**config.mk**
```make
export PLATFORM = sky130hd
export DESIGN_NAME = spi_master_cfg_flat
export DESIGN_NICKNAME = d
export VERILOG_FILES = /design/src/rtl/spi_master_cfg_if.sv /design/src/rtl/spi_master_cfg.sv /design/src/flat_wrapper.sv
export SDC_FILE = /design/constraint.sdc
export NUM_CORES = 1
export LEC_CHECK = 0
export CAP_MARGIN = 25
export CORE_MARGIN = 2
export CORE_UTILIZATION = 50
export DETAILED_ROUTE_END_ITERATION = 12
export GPL_ROUTABILITY_DRIVEN = 0
export MAX_ROUTING_LAYER = met4
export PLACE_DENSITY = 0.76
export SYNTH_ARGS = -nofsm -noshare
export SYNTH_HDL_FRONTEND = slang
export SYNTH_SLANG_ARGS = --single-unit
```
**constraint.sdc**
```tcl
create_clock -name clk -period 1.9 [get_ports clk]
set_input_delay 0.38 -clock clk [delete_from_list [all_inputs] [get_ports clk]]
set_output_delay 0.38 -clock clk [all_outputs]
set_load 0.01 [all_outputs]
```
**src/rtl/spi_master_cfg_if.sv**
```systemverilog
// Purpose : Bus bundle for spi_master_cfg. It carries the host request and
//           configuration, the SPI pins, and the status/result signals.
// Ports   : master - the SPI master side. It takes start/din/cpol/cpha/lsb_first/div/cs_sel/miso
//                    and drives sclk/mosi/cs_n/dout/busy/done.
//           slave  - the host/peer side, with the opposite directions.
interface spi_master_cfg_if #(
    parameter int unsigned DWIDTH = 8,
    parameter int unsigned NCS    = 4,
    parameter int unsigned DIVW   = 8
);
    localparam int unsigned CSW = (NCS > 1) ? $clog2(NCS) : 1;

    logic              start;
    logic [DWIDTH-1:0] din;
    logic              cpol;
    logic              cpha;
    logic              lsb_first;
    logic [DIVW-1:0]   div;
    logic [CSW-1:0]    cs_sel;
    logic              miso;
    logic              sclk;
    logic              mosi;
    logic [NCS-1:0]    cs_n;
    logic [DWIDTH-1:0] dout;
    logic              busy;
    logic              done;

    modport master (
        input  start, din, cpol, cpha, lsb_first, div, cs_sel, miso,
        output sclk, mosi, cs_n, dout, busy, done
    );

    modport slave (
        output start, din, cpol, cpha, lsb_first, div, cs_sel, miso,
        input  sclk, mosi, cs_n, dout, busy, done
    );
endinterface

```
**src/rtl/spi_master_cfg.sv**
```systemverilog
// Purpose : Configurable SPI master. It supports all four modes, either bit
//           order, a programmable sclk half-period H = div+1, and NCS chip selects.
// Ports   : clk  - clock. All state changes on its rising edge.
//           rst  - asynchronous active-low reset.
//           bus  - spi_master_cfg_if.master. Carries the request/config inputs,
//                  the SPI pins and the dout/busy/done status.
module spi_master_cfg #(
    parameter int unsigned DWIDTH = 8,
    parameter int unsigned NCS    = 4,
    parameter int unsigned DIVW   = 8
) (
    input  logic             clk,
    input  logic             rst,
    spi_master_cfg_if.master bus
);
    localparam int unsigned CW  = DIVW + 1;
    localparam int unsigned ECW = $clog2(2 * DWIDTH);

    typedef enum logic [1:0] {S_IDLE, S_LEAD, S_XFER, S_TRAIL} state_t;

    state_t            r_state;
    state_t            w_state_nxt;
    logic [CW-1:0]     r_cnt;
    logic [ECW-1:0]    r_edge;
    logic [DIVW-1:0]   r_div;
    logic              r_cpha;
    logic              r_lsb;
    logic [DWIDTH-1:0] r_tx;
    logic [DWIDTH-1:0] r_rx;
    logic [DWIDTH-1:0] r_dout;
    logic [NCS-1:0]    r_cs_n;
    logic              r_sclk;
    logic              r_mosi;
    logic              r_busy;
    logic              r_done;

    logic              w_accept;
    logic              w_tick;
    logic              w_edge;
    logic              w_lead;
    logic              w_trail;
    logic              w_last;
    logic              w_finish;
    logic              w_present;
    logic              w_sample;
    logic [DWIDTH-1:0] w_din_ord;
    logic [NCS-1:0]    w_cs_dec;

    function automatic logic [DWIDTH-1:0] bit_rev(input logic [DWIDTH-1:0] v);
        logic [DWIDTH-1:0] r;
        for (int i = 0; i < int'(DWIDTH); i++) begin
            r[i] = v[DWIDTH-1-i];
        end
        return r;
    endfunction

    // State register
    always_ff @(posedge clk or negedge rst) begin
        if (!rst) begin
            r_state <= S_IDLE;
        end else begin
            r_state <= w_state_nxt;
        end
    end

    // Next-state logic
    always_comb begin
        w_state_nxt = r_state;
        case (r_state)
            S_IDLE:  if (w_accept) w_state_nxt = S_LEAD;
            S_LEAD:  if (w_tick)   w_state_nxt = S_XFER;
            S_XFER:  if (w_last)   w_state_nxt = S_TRAIL;
            S_TRAIL: if (w_finish) w_state_nxt = S_IDLE;
            default: w_state_nxt = S_IDLE;
        endcase
    end

    // Control strobes. r_edge holds the number of sclk edges already issued,
    // so the edge about to happen is r_edge+1. That edge is a leading edge when r_edge is even.
    always_comb begin
        w_tick    = (r_cnt == CW'(r_div));
        w_accept  = (r_state == S_IDLE) && bus.start && !r_busy;
        w_edge    = ((r_state == S_LEAD) || (r_state == S_XFER)) && w_tick;
        w_lead    = w_edge && !r_edge[0];
        w_trail   = w_edge && r_edge[0];
        w_last    = w_edge && (r_edge == ECW'(2 * DWIDTH - 1));
        w_finish  = (r_state == S_TRAIL) && w_tick;
        w_present = r_cpha ? w_lead : (w_trail && !w_last);
        w_sample  = r_cpha ? w_trail : w_lead;
    end

    // The transmit word is put into send order once, at accept time, and then always shifted MSB-first.
    // Chip-select indices that are out of range select nothing.
    always_comb begin
        w_din_ord = bus.lsb_first ? bit_rev(bus.din) : bus.din;
        w_cs_dec  = '1;
        for (int i = 0; i < int'(NCS); i++) begin
            w_cs_dec[i] = (32'(bus.cs_sel) != 32'(i));
        end
    end

    // Datapath and registered outputs
    always_ff @(posedge clk or negedge rst) begin
        if (!rst) begin
            r_cnt  <= '0;
            r_edge <= '0;
            r_div  <= '0;
            r_cpha <= 1'b0;
            r_lsb  <= 1'b0;
            r_tx   <= '0;
            r_rx   <= '0;
            r_dout <= '0;
            r_cs_n <= '1;
            r_sclk <= 1'b0;
            r_mosi <= 1'b0;
            r_busy <= 1'b0;
            r_done <= 1'b0;
        end else begin
            r_done <= w_finish;
            if (w_accept) begin
                r_busy <= 1'b1;
                r_cs_n <= w_cs_dec;
                r_sclk <= bus.cpol;
                r_div  <= bus.div;
                r_cpha <= bus.cpha;
                r_lsb  <= bus.lsb_first;
                r_rx   <= '0;
                r_cnt  <= '0;
                r_edge <= '0;
                // In CPHA=0 the first bit goes out together with chip select.
                // In CPHA=1 the first bit waits for edge 1.
                if (bus.cpha) begin
                    r_tx <= w_din_ord;
                end else begin
                    r_tx   <= {w_din_ord[DWIDTH-2:0], 1'b0};
                    r_mosi <= w_din_ord[DWIDTH-1];
                end
            end else if (r_state != S_IDLE) begin
                r_cnt <= w_tick ? '0 : r_cnt + CW'(1);
                if (w_edge) begin
                    r_sclk <= ~r_sclk;
                    r_edge <= r_edge + ECW'(1);
                end
                if (w_present) begin
                    r_mosi <= r_tx[DWIDTH-1];
                    r_tx   <= {r_tx[DWIDTH-2:0], 1'b0};
                end
                if (w_sample) begin
                    r_rx <= {r_rx[DWIDTH-2:0], bus.miso};
                end
                if (w_finish) begin
                    r_busy <= 1'b0;
                    r_cs_n <= '1;
                    r_dout <= r_lsb ? bit_rev(r_rx) : r_rx;
                end
            end
        end
    end

    assign bus.sclk = r_sclk;
    assign bus.mosi = r_mosi;
    assign bus.cs_n = r_cs_n;
    assign bus.dout = r_dout;
    assign bus.busy = r_busy;
    assign bus.done = r_done;
endmodule

```
**src/flat_wrapper.sv**
```systemverilog
// flat-port wrapper written by rule: the top's interface ports become plain ports
module spi_master_cfg_flat 
#(
    parameter int unsigned DWIDTH = 8,
    parameter int unsigned NCS    = 4,
    parameter int unsigned DIVW   = 8
)
  (clk, rst, bus_start, bus_din, bus_cpol, bus_cpha, bus_lsb_first, bus_div, bus_cs_sel, bus_miso, bus_sclk, bus_mosi, bus_cs_n, bus_dout, bus_busy, bus_done);
  spi_master_cfg_if #(.DWIDTH(DWIDTH), .NCS(NCS), .DIVW(DIVW)) bus_i ();
  input  logic clk;
  input  logic rst;
  input wire logic [$bits(bus_i.start)-1:0] bus_start;
  input wire logic [$bits(bus_i.din)-1:0] bus_din;
  input wire logic [$bits(bus_i.cpol)-1:0] bus_cpol;
  input wire logic [$bits(bus_i.cpha)-1:0] bus_cpha;
  input wire logic [$bits(bus_i.lsb_first)-1:0] bus_lsb_first;
  input wire logic [$bits(bus_i.div)-1:0] bus_div;
  input wire logic [$bits(bus_i.cs_sel)-1:0] bus_cs_sel;
  input wire logic [$bits(bus_i.miso)-1:0] bus_miso;
  output wire logic [$bits(bus_i.sclk)-1:0] bus_sclk;
  output wire logic [$bits(bus_i.mosi)-1:0] bus_mosi;
  output wire logic [$bits(bus_i.cs_n)-1:0] bus_cs_n;
  output wire logic [$bits(bus_i.dout)-1:0] bus_dout;
  output wire logic [$bits(bus_i.busy)-1:0] bus_busy;
  output wire logic [$bits(bus_i.done)-1:0] bus_done;
  assign bus_i.start = bus_start;
  assign bus_i.din = bus_din;
  assign bus_i.cpol = bus_cpol;
  assign bus_i.cpha = bus_cpha;
  assign bus_i.lsb_first = bus_lsb_first;
  assign bus_i.div = bus_div;
  assign bus_i.cs_sel = bus_cs_sel;
  assign bus_i.miso = bus_miso;
  assign bus_sclk = bus_i.sclk;
  assign bus_mosi = bus_i.mosi;
  assign bus_cs_n = bus_i.cs_n;
  assign bus_dout = bus_i.dout;
  assign bus_busy = bus_i.busy;
  assign bus_done = bus_i.done;
  spi_master_cfg #(.DWIDTH(DWIDTH), .NCS(NCS), .DIVW(DIVW)) u_core (.clk(clk), .rst(rst), .bus(bus_i));
endmodule
```
==> results_dict.tcl, run 1 <==
set metrics [dict create \
    clk_pin_slew_ns 0.07 \
    cts_made_buffers 9 \
    cts.sinks 57 \
    critPathKind "flop to flop" \
    core_mm2 0.00589 \
    grt.total_usage_pct 23.7 \
    worstMarginPinSlew_ns 0.455 \
    status "complete, but fails checks" \
    min_period_ns 1.95 \
    p_per_area_mw_per_mm2 612 \
    cts_root_buffer "clkbuf_8" \
    period_share_pct 103 \
    drtIter0Drc 98 \
    boundaryPins 41 \
    cts.htree.levels 3 \
    yosysTopAreaCell "dfrtp_1" \
    rows 28 \
    wl_um 6860 \
    ys.flop_type "dfrtp_1" \
    p_clk_share_pct 45.6 \
    n_antenna_cell 0 \
    yosysSeqAreaShare_pct 47.0 \
    viasPerCell 5.34 \
    design_area_mm2 0.00406 \
    vdd_drop_max_mv 0.577 \
    synth-edff-count 0 \
    cap_violations 0 \
    drive_above_1_share_pct 28.5 \
    die_w_um 82.0 \
    pre_cts_ws_ns -0.103 \
    combPwrFrac_pct 5.4 \
    vias 2369 \
    synth.cell_area_mm2 0.00304 \
    synth_area_leaders "dfrtp_1, nand2_1, mux2_2, mux2_4, mux4_2" \
    start_util_pct 51.7 \
    p_leak_uw 0.00182 \
    routedWlPerCell_um 15.5 \
    grt_pass1_wl_um 11500 \
    maxSlewViolCount 0 \
    die-area_mm2 0.00673 \
    p_switching_uw 553 \
    die-height_um 82.0 \
    clk_path_buf_depth 2 \
    swShare_pct 22.3 \
    n_fill_cell 454 \
    final_cell_mix "nand2_1, dfrtp_1, clkdlybuf4s50_1" \
    grt_pass1_vias 2457 \
    placed_area_mm2 0.00376 \
    holdBufCountCts 0 \
    postSynthCellCount 289 \
    syn_nets 321 \
    synth_warnings 0 \
    cp_max_fo 8 \
    grt_max_degree 58 \
    worstPathRequired_ns 2.13 \
    nNetsFinal 396 \
    io_buffers 40 \
    antenna_left 0 \
    clk_latency_ns 0.35 \
    slew_headroom_pct 68.9 \
    synth-seq-cells 57 \
    p_int_uw 1930 \
    synth_cell_types 45 \
    rsz0062_at_grt "true" \
    dp_hpwl_um 4840 \
    synth_area_per_cell_um2 10.5 \
    max_freq_mhz 513 \
    async_flop_share_pct 100 \
    cts_tree "yes" \
    setup_ws_ns -0.0492 \
    gr-total-overflow 0 \
    worstPathArrival_ns 2.18 \
    start_kind "flop" \
    clock_skew_ns 0.0105 \
    syn2layout_area_growth_pct 33.3 \
    cp-end-kind "flop" \
    finalHoldViolCount 0 \
    r2r_cells 6 \
    setup_viol 15 \
    antenna_found_initial 0 \
    synth.top_cell.area_share_pct 43.6 \
    drcViolationCount 0 \
    min_path_type "primary input to asynchronous set/reset pin" \
    dr.pass1.iters 4 \
    seq_power_share_pct 49.0 \
    violations "negative setup slack" \
]
## cell families (layout without fill, tap and decap cells)
logic type / Yosys count / after routing / synth area share [%]
mux: 35 / 35 / 15.4
simple gates: 106 / 106 / 16.7
compound gates: 50 / 50 / 11.3
flops: 57 / 57 / 47.0
buf+inv: 23 / 103 / 3.58
fa+ha+maj: 7 / 7 / 2.88
xor+xnor: 11 / 11 / 3.16
## repair_timing
item / in CTS / in global routing
gates cloned: 1 / 0
gates resized for setup: 19 / 11
buffers inserted: 3 / 0
setup endpoints to repair: 24 / 34
pin swaps: 4 / 2
## final timing paths
path                                        startpoint                        endpoint  slack [ns]
setup / recovery           u_core.r_div[2]$_DFFE_PN0P_  u_core.bus.dout[7]$_DFFE_PN0P_       -0.05
hold / removal                                     rst      u_core.r_tx[4]$_DFFE_PN0P_        0.01
setup reg to reg           u_core.r_div[2]$_DFFE_PN0P_  u_core.bus.dout[7]$_DFFE_PN0P_       -0.05
hold reg to reg            u_core.r_div[3]$_DFFE_PN0P_     u_core.r_div[3]$_DFFE_PN0P_        0.50
max in group asynchronous                          rst  u_core.bus.cs_n[1]$_DFFE_PN1P_        1.56
min in group clk           u_core.r_div[3]$_DFFE_PN0P_     u_core.r_div[3]$_DFFE_PN0P_        0.50
## power by group through the flow
| stage | Combinational [µW] | Sequential, µW | Clock [µW] |
|---|---|---|---|
| 2_1_floorplan | 38.2 | 1240 | 0 |
| 3_3_place_gp | 132 | 1240 | 0 |
| 3_5_place_dp | 134 | 1240 | 0 |
| 4_1_cts | 135 | 1220 | 1160 |
| 5_1_grt | 146 | 1220 | 1230 |
| 6_report | 133 | 1220 | 1130 |
## per-layer routing
layer / vias up / share of wire (%) / track usage [%]
met2: 38 / 51 / 39.8
met3: 10 / 4.1 / 7.36
met5: - / 0 / -
met1: 1162 / 43 / 27.6
li1: 1159 / - / -
met4: 0 / 1.3 / 6.33
## layout make-up
| class | count | area (µm²) | area share (%) |
|---|---|---|---|
| clock inverter | 5 | 55.1 | 1.36 |
| timing repair buffer | 78 | 729 | 18.0 |
| multi-input combinational | 209 | 1570 | 38.8 |
| clock buffer | 11 | 141 | 3.48 |
| tap | 75 | 93.8 | 2.31 |
| sequential | 57 | 1430 | 35.3 |
| inverter | 9 | 33.8 | 0.832 |
## metrics by stage
step           setup TNS (ns)  hold slack (ns)  power (µW)  std cells  utilization (%)
6_report               -0.479           0.0149        2480        444             69.0
5_1_grt                 -2.34           0.0346        2590        444             69.0
4_1_cts                -0.645           0.0294        2520        444             68.5
3_5_place_dp           -0.981            0.406        1370        424             63.9
3_3_place_gp         -0.00172            0.403        1370        424             63.9
2_1_floorplan          -0.514           0.0844        1280        289                -
## critical path, cell delays in order, from the launching register on
cell and delay (ns):
dfrtp_1 0.41, xor2_2 0.20, a2111oi_4 0.36, and3_4 0.23, and3b_2 0.20, buf_12 0.14, mux2_4 0.30
## registers in the layout (all words and copies together), names as in the netlist
name,cells
u_core.bus.busy,1
u_core.bus.cs_n,4
u_core.bus.done,1
u_core.bus.dout,8
u_core.bus.mosi,1
u_core.bus.sclk,1
u_core.r_cnt,9
u_core.r_cpha,1
u_core.r_div,8
u_core.r_edge,4
u_core.r_lsb,1
u_core.r_rx,8
u_core.r_state,2
u_core.r_tx,8
## synth_stat cells, types with 5 or more instances
master,number
nand3_1,14
a21oi_1,8
clkbuf_1,9
a22o_1,6
xor2_1,10
dfrtp_1,53
mux2i_1,10
nand2_1,53
o21ai_0,20
mux4_2,5
a21o_1,6
mux2_2,12
nor2_1,13
inv_1,9
ha_1,7
mux2_4,8
Power figures use the tool's default switching activity.
==> run 2: changes to the inputs <==
--- a/config.mk
+++ b/config.mk
@@ -5,13 +5,14 @@
 export SDC_FILE = /design/constraint.sdc
 export NUM_CORES = 1
 export LEC_CHECK = 0
+export ABC_AREA = 1
 export CAP_MARGIN = 25
 export CORE_MARGIN = 2
-export CORE_UTILIZATION = 50
+export CORE_UTILIZATION = 49
 export DETAILED_ROUTE_END_ITERATION = 12
 export GPL_ROUTABILITY_DRIVEN = 0
 export MAX_ROUTING_LAYER = met4
-export PLACE_DENSITY = 0.76
+export PLACE_DENSITY = 0.74
 export SYNTH_ARGS = -nofsm -noshare
 export SYNTH_HDL_FRONTEND = slang
 export SYNTH_SLANG_ARGS = --single-unit
==> results_dict.tcl, run 2 <==
set metrics [dict create \
    design_area_mm2 0.00398 \
    synth.cell_area_mm2 0.00300 \
    rsz0062_at_grt "true" \
    slew_headroom_pct 64.9 \
    synth_cell_types 27 \
    largest_reg_flops 9 \
    cts.sinks 57 \
    rows 28 \
    clk_pin_slew_ns 0.07 \
    grt_pass1_wl_um 10600 \
    n_antenna_cell 0 \
    postSynthCellCount 352 \
    yosysTopAreaCell "dfrtp_1" \
    p_per_area_mw_per_mm2 639 \
    worstPathRequired_ns 2.13 \
    cp_max_fo 5 \
    placed_area_mm2 0.00360 \
    clock_skew_ns 0.00785 \
    r2r-end "u_core.r_state[1]$_DFFE_PN0P_" \
    holdBufCountCts 0 \
    dr.pass1.iters 4 \
    min_period_ns 1.84 \
    final_common_cell "nand2_1" \
    cap_violations 0 \
    io_buffers 40 \
    die_w_um 82.3 \
    nNetsFinal 450 \
    viasPerCell 5.17 \
    r2r-start "u_core.r_cnt[4]$_DFFE_PN0P_" \
    boundaryPins 41 \
    gr-total-overflow 0 \
    vdd_drop_max_mv 0.482 \
    synth_area_per_cell_um2 8.53 \
    fin_tns_setup_ns 0 \
    n_fill_cell 467 \
    p_leak_uw 0.00179 \
    cts_tree "yes" \
    antenna_left 0 \
    synth_area_leaders "dfrtp_1, nand2_1, o21ai_0, o21ai_2, inv_1" \
    synth-edff-count 0 \
    cts.htree.levels 3 \
    setup_viol 0 \
    die-area_mm2 0.00677 \
    cp-end-kind "flop" \
    drive_above_1_share_pct 21.0 \
    grt_max_degree 25 \
    yosysSeqAreaShare_pct 47.7 \
    rrSetupSlack_ns 0.06 \
    status "finished, final reports clean" \
    synth.top_cell.area_share_pct 44.2 \
    drcViolationCount 0 \
    start_kind "flop" \
    drtIter0Drc 208 \
    finalHoldViolCount 0 \
    syn2layout_area_growth_pct 32.4 \
    synth-seq-cells 57 \
    async_flop_share_pct 100 \
    final_cell_mix "nand2_1, dfrtp_1, clkdlybuf4s50_1" \
    dp_hpwl_um 4500 \
    die-height_um 82.3 \
    clk_latency_ns 0.34 \
    grt.total_usage_pct 21.2 \
    grt_pass1_vias 2309 \
    ys.flop_type "dfrtp_1" \
    start_util_pct 50.7 \
    core_mm2 0.00592 \
    min_path_type "primary input to asynchronous set/reset pin" \
    clk_path_buf_depth 2 \
    cts_root_buffer "clkbuf_8" \
    worstMarginPinSlew_ns 0.526 \
    maxSlewViolCount 0 \
    r2r_cells 11 \
    max_freq_mhz 543 \
    regMostFlops "u_core.r_cnt" \
    synth_warnings 0 \
    period_share_pct 97.0 \
    cts_made_buffers 9 \
    vias 2575 \
    wl_um 6690 \
    synth_common_cells "nand2_1, dfrtp_1, inv_1, o21ai_0, nor2_1" \
    synth_most_common_cell "nand2_1" \
    antenna_found_initial 0 \
    routedWlPerCell_um 13.4 \
    syn_nets 384 \
    critPathKind "flop to flop" \
    worstPathArrival_ns 2.07 \
]
run 2: cell count changes in the layout (fill, tap and decap cells not counted), sizes merged, moves of 11 or more:
cell	change
mux2	-20
buf	-11
o22ai	+11
o21ai	+29
inv	+30
nand2	+35
nor2	+14
run 2: power breakdown:
group	internal (µW)	switching [µW]	total, µW
logic	60.6	52.2	113
clock network	731	483	1210
registers	1210	0	1210
total	2010	536	2540
run 2: worst max path at each step:
| stage | startpoint | end | slack [ns] | cells past startpoint |
|---|---|---|---|---|
| floorplan | u_core.r_state[0]$_DFFE_PN0P_ | u_core.bus.busy$_DFFE_PN0P_ | 0.10 | 10 |
| global placement | bus_start | u_core.bus.cs_n[1]$_DFFE_PN1P_ | -0.02 | 8 |
| detailed placement | bus_start | u_core.r_tx[5]$_DFFE_PN0P_ | -0.07 | 8 |
| CTS | u_core.r_cnt[4]$_DFFE_PN0P_ | u_core.bus.cs_n[3]$_DFFE_PN1P_ | 0.01 | 11 |
| global route | u_core.r_cnt[4]$_DFFE_PN0P_ | u_core.r_state[1]$_DFFE_PN0P_ | -0.07 | 11 |
| finish | u_core.r_cnt[4]$_DFFE_PN0P_ | u_core.r_state[1]$_DFFE_PN0P_ | 0.06 | 11 |
run 2: cells by family (layout without fill, tap and decap cells):
group                    after synthesis  in the layout  synth area share [%]
multiplexers                           6              6                  2.00
XOR/XNOR                               9              9                  2.63
flip-flops                            57             57                  47.7
AO/OA/AOI/OAI                         83             83                  17.6
adder cells (fa/ha/maj)                7              7                  2.92
buffers and inverters                 52            122                  7.38
AND/OR/NAND/NOR                      138            139                  19.8
run 2: stage by stage:
| stage | total power, µW | utilization, % | setup WS [ns] | instances | hold slack [ns] |
|---|---|---|---|---|---|
| 2_1_floorplan | 1260 | - | 0.104 | 352 | 0.0844 |
| 4_1_cts | 2550 | 64.6 | 0.0114 | 491 | 0.0307 |
| 3_3_place_gp | 1350 | 60.8 | -0.0208 | 473 | 0.381 |
| 5_1_grt | 2620 | 67.1 | -0.0719 | 498 | 0.0465 |
| 3_5_place_dp | 1350 | 60.8 | -0.0709 | 473 | 0.391 |
| 6_report | 2540 | 67.1 | 0.0579 | 498 | 0.0131 |
run 2: what timing repair did:
item                       in CTS  in global routing
cloned                          0                  1
setup endpoints to repair       1                 32
setup buffers                   2                  6
gates resized for setup         0                 22
pin swaps                       1                  9
run 2: cell type report:
class | count | area [µm²] | share of cell area [%]
clock buffer | 10 | 128 | 3.21
clock inverter | 6 | 82.6 | 2.08
sequential | 57 | 1430 | 36.0
timing repair buffer | 67 | 656 | 16.5
tap | 75 | 93.8 | 2.36
multi-input combinational | 244 | 1440 | 36.1
inverter | 39 | 149 | 3.75
run 2: worst max-delay path: stages, from the launching register on:
cell,delay [ns]
dfrtp_1,0.41
inv_2,0.08
nand2_2,0.05
nand2_1,0.05
nor2_1,0.09
nand3_1,0.13
nor2_4,0.21
nand2_2,0.14
o21ai_0,0.26
nand2_2,0.13
nor2_2,0.14
a21oi_2,0.04
run 2: routing by layer:
layer	part of all wire [%]	up-vias	track usage, %
li1	-	1298	-
met2	48	76	33.4
met5	0	-	-
met3	4.7	7	4.67
met4	1.4	0	8.50
met1	46	1194	26.6
